[src/rtl/pe_accumulator.sv]
// pe_accumulator: sums i_len products into a wide accumulator over valid/ready handshakes; PE_ACC_SATURATE_EN enables saturating adds and o_ovf
module pe_accumulator #(
  parameter int SIGNED = 1,
  parameter int MUL_W  = 32,
  parameter int ACC_W  = 48,
  parameter int CNT_W  = 16
) (
  input  logic             i_clk,
  input  logic             i_rst,
  input  logic             i_en_ff,
  input  logic             i_start,
  input  logic [CNT_W-1:0] i_len,
  input  logic             i_prod_valid,
  input  logic [MUL_W-1:0] i_prod,
  output logic             o_prod_ready,
  output logic             o_busy,
  output logic             o_acc_valid,
  output logic [ACC_W-1:0] o_acc,
  input  logic             i_acc_ready,
  output logic             o_ovf
);
  typedef enum logic [1:0] {S_IDLE, S_ACCUM, S_DONE} state_t;
  state_t r_state, w_next_state;
  logic [ACC_W-1:0] r_acc, w_ext, w_acc_next;
  logic [CNT_W-1:0] r_cnt;
  logic signed [MUL_W-1:0] w_sprod;
  logic w_take, w_fire, w_start, w_last;
  assign w_sprod = i_prod;
  assign w_ext = (SIGNED != 0) ? ACC_W'(w_sprod) : ACC_W'(i_prod);
  assign w_take = (r_state == S_ACCUM) & i_prod_valid & i_en_ff;
  assign w_fire = (r_state == S_DONE) & i_acc_ready & i_en_ff;
  assign w_start = i_en_ff & i_start & ((r_state == S_IDLE) | w_fire);
  assign w_last = w_take & (r_cnt == CNT_W'(1));
  assign o_acc = r_acc;
`ifdef PE_ACC_SATURATE_EN
  logic [ACC_W:0] w_sum;
  logic w_ovf, r_ovf;
  assign w_sum = {1'b0, r_acc} + {1'b0, w_ext};
  // detect overflow of the add and clamp toward the side it overflowed from
  always_comb begin
    w_ovf = (SIGNED != 0) ? (r_acc[ACC_W-1] == w_ext[ACC_W-1]) & (w_sum[ACC_W-1] != r_acc[ACC_W-1]) : w_sum[ACC_W];
    w_acc_next = !w_ovf ? w_sum[ACC_W-1:0] : (SIGNED != 0) ? {r_acc[ACC_W-1], {(ACC_W-1){~r_acc[ACC_W-1]}}} : '1;
  end
  // sticky overflow, cleared whenever a new result begins or the old one leaves
  always_ff @(posedge i_clk) begin
    if (i_rst | w_start | w_fire) r_ovf <= 1'b0;
    else if (w_take & w_ovf) r_ovf <= 1'b1;
  end
  assign o_ovf = r_ovf;
`else
  assign w_acc_next = r_acc + w_ext;
  assign o_ovf = 1'b0;
`endif
  // state register; a stall freezes the FSM
  always_ff @(posedge i_clk) begin
    if (i_rst) r_state <= S_IDLE;
    else if (i_en_ff) r_state <= w_next_state;
  end
  // next state: a start wins over the plain result handshake to allow back-to-back runs
  always_comb begin
    w_next_state = w_start ? ((i_len == '0) ? S_DONE : S_ACCUM) : w_fire ? S_IDLE : w_last ? S_DONE : r_state;
  end
  // handshake outputs decoded from registered state only
  always_comb begin
    o_prod_ready = r_state == S_ACCUM;
    o_acc_valid = r_state == S_DONE;
    o_busy = r_state != S_IDLE;
  end
  // accumulator and remaining-product counter
  always_ff @(posedge i_clk) begin
    if (i_rst) begin
      r_acc <= '0;
      r_cnt <= '0;
    end else if (w_start | w_fire) begin
      r_acc <= '0;
      r_cnt <= w_start ? i_len : '0;
    end else if (w_take) begin
      r_acc <= w_acc_next;
      r_cnt <= r_cnt - CNT_W'(1);
    end
  end
endmodule

[config.mk]
export PLATFORM = sky130hd
export DESIGN_NAME = pe_accumulator
export DESIGN_NICKNAME = d
export VERILOG_FILES = /design/src/rtl/pe_accumulator.sv
export SDC_FILE = /design/constraint.sdc
export NUM_CORES = 1
export LEC_CHECK = 0
export CAP_MARGIN = 30
export CORE_MARGIN = 8
export CORE_UTILIZATION = 40
export CTS_CLUSTER_DIAMETER = 40
export DETAILED_ROUTE_END_ITERATION = 10
export GPL_TIMING_DRIVEN = 1
export SETUP_SLACK_MARGIN = 0.05
export SLEW_MARGIN = 10
export SYNTH_ARGS = -nofsm -noshare
export SYNTH_HDL_FRONTEND = slang
export SYNTH_SLANG_ARGS = --single-unit
[constraint.sdc]
create_clock -name i_clk -period 4.32 [get_ports i_clk]
set_input_delay 0.864 -clock i_clk [delete_from_list [all_inputs] [get_ports i_clk]]
set_output_delay 0.864 -clock i_clk [all_outputs]
set_load 0.005 [all_outputs]
### After elaboration in Yosys (flattened, before gate mapping)

Index checks and enable logic that the tools add are counted.

| operators by class | value |
|---|---|
| $add $sub $neg | 2 |
| $mul | 0 |
| div/mod/pow operators | 0 |
| $lt $le $gt $ge | 0 |
| equality and inequality tests | 3 |
| shift operators | 0 |
| multiplexer cells | 7 |
| bitwise gates (word level) | 9 |
| reductions and logical operators | 7 |

Operators by type and width:

| cell | number |
|---|---|
| $add 48x48->48 | 1 |
| $mux 16 | 3 |
| $eq 16x1->1 const B | 1 |
| $logic_not 16->1 | 1 |
| $sub 16x1->16 const B | 1 |
| $mux 2 | 4 |
| $and 1x1->1 | 7 |
| $reduce_bool 2->1 | 2 |
| $reduce_bool 3->1 | 1 |
| $eq 2x1->1 const B | 1 |
| $eq 2x2->1 const B | 1 |
| $logic_not 2->1 | 1 |
| $or 1x1->1 | 2 |
| $reduce_and 2->1 | 1 |
| $reduce_or 2->1 | 1 |

| storage, ports and cells | value |
|---|---|
| register bits after elaboration | 66 |
| bits in latches | 0 |
| RAM bits | 0 |
| bits in read-only memories | 0 |
| output and inout port bits | 52 |
| logic and storage cells | 31 |
| memories kept | 0 |

### Longest topological paths before layout

| depth | value |
|---|---|
| word-level depth | 7 |
| gate-level depth with buffers | 11 |

### Worst setup path after synthesis

No wires, ideal clock.

| path | value |
|---|---|
| kind | input port to flip-flop |
| start point | input port i_prod[0] |
| end point | register r_acc[46], in the netlist o_acc[46] |
| data arrival time | 3182 ps |
| required time | 4246 ps |
| setup slack | 1064 ps |
| cell stages on the path | 11 |
| path through | ha_1 -> fa_1 -> a21o_1 -> a221o_1 -> a221oi_4 -> o21ai_2 -> a21oi_4 -> o21ai_4 -> a31oi_4 -> nand4_1 -> a31oi_1 |

| between the ends | value |
|---|---|
| longest elaborated chain between the ends | 1 |

Ends and longest elaborated chain:

| element | RTL line | RTL |
|---|---|---|
| start, declared | 14 | `input logic [MUL_W-1:0] i_prod,` |
| $add 48x48->48 | 51 | `assign w_acc_next = r_acc + w_ext;` |
| end signal, assigned | 78 | `r_acc <= w_acc_next;` |
| end, declared | 24 | `logic [ACC_W-1:0] r_acc, w_ext, w_acc_next;` |

No other way between the ends.
A chain may end at the register's enable or synchronous reset.

### Worst setup path in the final report

Ends and elaborated chain as after synthesis.

==> impl_results.md <==
* Max Fanout on Critical Path at 4
* Unrepaired setup endpoints after global routing: no
* Post-synth ARST share at 0%
* 1st-iter DRT viols at 409
* Ant diodes at 0
* Synth top cells by count: 121 x nand2_1, 95 x a21oi_1, 66 x dfxtp_1
* Nets at 909
* Die height at 133 um
* LEAKAGE at 2.84 nW
* Initial antenna violation count at 0
* Post-Route Skew at 0.00706 ns
* Hold bufs inserted after CTS at 0
* CTS root buffer: clkbuf_16
* Synth unique cells at 71
* Skew-Pair Late Insertion Delay at 0.35 ns
* Most common cell in the netlist: nand2_1
* Post-Syn Instances at 724
* Fin Setup TNS at 0 ns
* Clk sinks at 66
* Drt wl/cell at 16.8 um
* Fmax at 269 MHz
* Slowest CP cell: fa_1
* Worst Path Class, Setup: in2reg
* Antenna-violating nets left at 0
* Final setup violation count at 0
* Layout cells sized above 1 at 5.69%
* First-pass GRT wire length at 27800 um
* GRT Total Usage at 18.8%
* Filler Cells Inserted at 1341
* Core Area at 13200 sq um
* Syn. warnings at 0
* Post-synth EDFFs at 0
* Net Count, Synth at 828
* Area leader, netlist: dfxtp_1
* #FFs+latches synth at 66
* Slew margin rel. at 56.5%
* CTS Buffer Depth at 2
* Final Hold Viols at 0
* GR Overflow Total at 0
* DP HPWL at 12400 um
* R2R setup slack at 1.23 ns
* Status: finished clean
* CP Data Arrival Time at 3.99 ns
* Vias per cell at 5.72
* I/O Buffers at 104
* Max incr delay on CP at 0.43 ns
* Worst Path Required at 4.59 ns
* Final instance area at 6890 sq um
* Largest net degree at the start of global routing at 31
* Worst slew pin tran at 0.652 ns
* Drt pass-1 iters at 5
* Post_cts resized at 0
* Vias in the first global route at 5553
* Tot Pwr at 1.84 mW
* Top cells by area, synth: dfxtp_1 24%, ha_1 11%, a21oi_1 8.7%
* Final period util at 86.0%
* Synthesized cell area at 5440 sq um
* Yosys top cell area share at 24.3%
* Setup bufs post-CTS at 0
* Seq/Total Area, Yosys at 24.3%
* Final hold slack at 0.473 ns
* Layout area overhead at 26.6%
* Critical-path cell list: clkdlybuf4s50_1 -> ha_1 -> fa_1 -> a21o_1 -> a221o_1 -> a221oi_4 -> o21ai_2 -> a21oi_4 -> o21ai_4 -> a31oi_4 -> nand4_1 -> a31oi_1
* Die W at 133 um
* Std cell rows at 42
* Final min period at 3.72 ns
* Slew Limit Fails at 0
* Num ports at 106
* Initial Util at 41.1%
* Placed cell areas at 6580 sq um
* Syn avg cell area at 7.52 sq um
* Worst Setup End Kind: register
* Peak VDD IR at 0.226 mV
* Global placement routability congestion at 0.852
* Max-cap violations at 0
* H-tree Lvls at 3
* Via Count at 5637
* Final WL at 16500 um
* Worst Hold Class: reg2reg
* Total CTS buffers at 9
* Post-synth top flop: dfxtp_1
* CTS tree: built
* Worst-path clk slew at 0.06 ns
* Power per standard cell area at 267 nW/um^2
* Startpoint Class: primary input
* Die ar. at 17600 sq um
* Number of remaining DRC errors at 0
[worst paths after layout]
| check | start | to | cells after the start |
|---|---|---|---|
| setup / recovery | i_prod[0] | o_acc[46]$_SDFFE_PP0P_ | 12 |
| hold / removal | o_acc[17]$_SDFFE_PP0P_ | o_acc[17]$_SDFFE_PP0P_ | 2 |
| setup reg to reg | o_acc[0]$_SDFFE_PP0P_ | o_acc[46]$_SDFFE_PP0P_ | 11 |
| hold reg to reg | o_acc[17]$_SDFFE_PP0P_ | o_acc[17]$_SDFFE_PP0P_ | 2 |
[sequential cells by signal, indices dropped and copies added, names as in the netlist]
name / cells
r_cnt: 16
r_state: 2
o_acc: 48
[cell families after synthesis]
kind of cell | after synthesis | synth area share [%]
flip-flops | 66 | 24.3
XOR/XNOR | 43 | 6.92
AND/OR/NAND/NOR | 267 | 23.7
other | 1 | 0.0689
buffers and inverters | 53 | 4.21
AO/OA/AOI/OAI | 244 | 29.2
adder cells (fa/ha/maj) | 50 | 11.6
[worst max-delay path, delay by kind of cell]
family | cells | cell delay (ns)
adders and majority gates | 2 | 0.70
buffers and inverters | 1 | 0.40
AOI/OAI and AO/OA | 8 | 1.89
and+or+nand+nor | 1 | 0.11
[per-layer routing]
layer | part of all wire (%) | vias up | track usage (%)
met5 | 0 | - | 0
met1 | 49 | 2659 | 24.3
met2 | 45 | 161 | 30.0
met3 | 5.3 | 15 | 4.81
met4 | 1.2 | 0 | 6.12
li1 | - | 2802 | -
[layout make-up]
class                   instances  area [sq um]  area share, %
multi-input cells             605          3900           56.6
flip-flops and latches         66          1320           19.2
repair buffers                112          1100           16.0
clock buffers                  13           270           3.92
well taps                     176           220           3.20
inverters                      11          41.3          0.599
clock inverters                 2          35.0          0.509
[metrics by stage]
step	util [%]	setup WS, ns	std cells
after detailed placement	49.7	0.307	970
final	52.0	0.604	985
after global routing	52.0	0.434	985
after CTS	52.0	0.661	985
after global placement	49.7	0.378	970
after floorplan	-	1.06	724
[placed cells by master (no fill, tap or decap), types with 4 or more instances in the layout]
cell               n
a22oi_1            5
a21oi_1           95
xor2_1            19
xnor2_1           24
a31oi_1            6
a21o_1            35
ha_1              49
and2_1             5
nand2b_1           5
or3_1              7
dfxtp_1           66
o21ai_1            7
a211oi_1           8
nor4_1            10
o211ai_1           8
o31ai_1            4
o21ai_0           31
buf_4              8
nand2_1          121
o21bai_1          10
nand4_1           16
nor2_1            34
nor2b_1            5
inv_1             11
nor3_1            15
nand3_1           25
clkbuf_16          9
clkdlybuf4s50_1  104
[report_power, final]
group          total (mW)  switching (mW)  internal, mW
logic               0.406           0.227         0.179
clock network       0.775           0.284         0.490
registers           0.657          0.0246         0.632
total                1.84           0.536          1.30
Note: power is estimated with default switching activity, not from simulation.
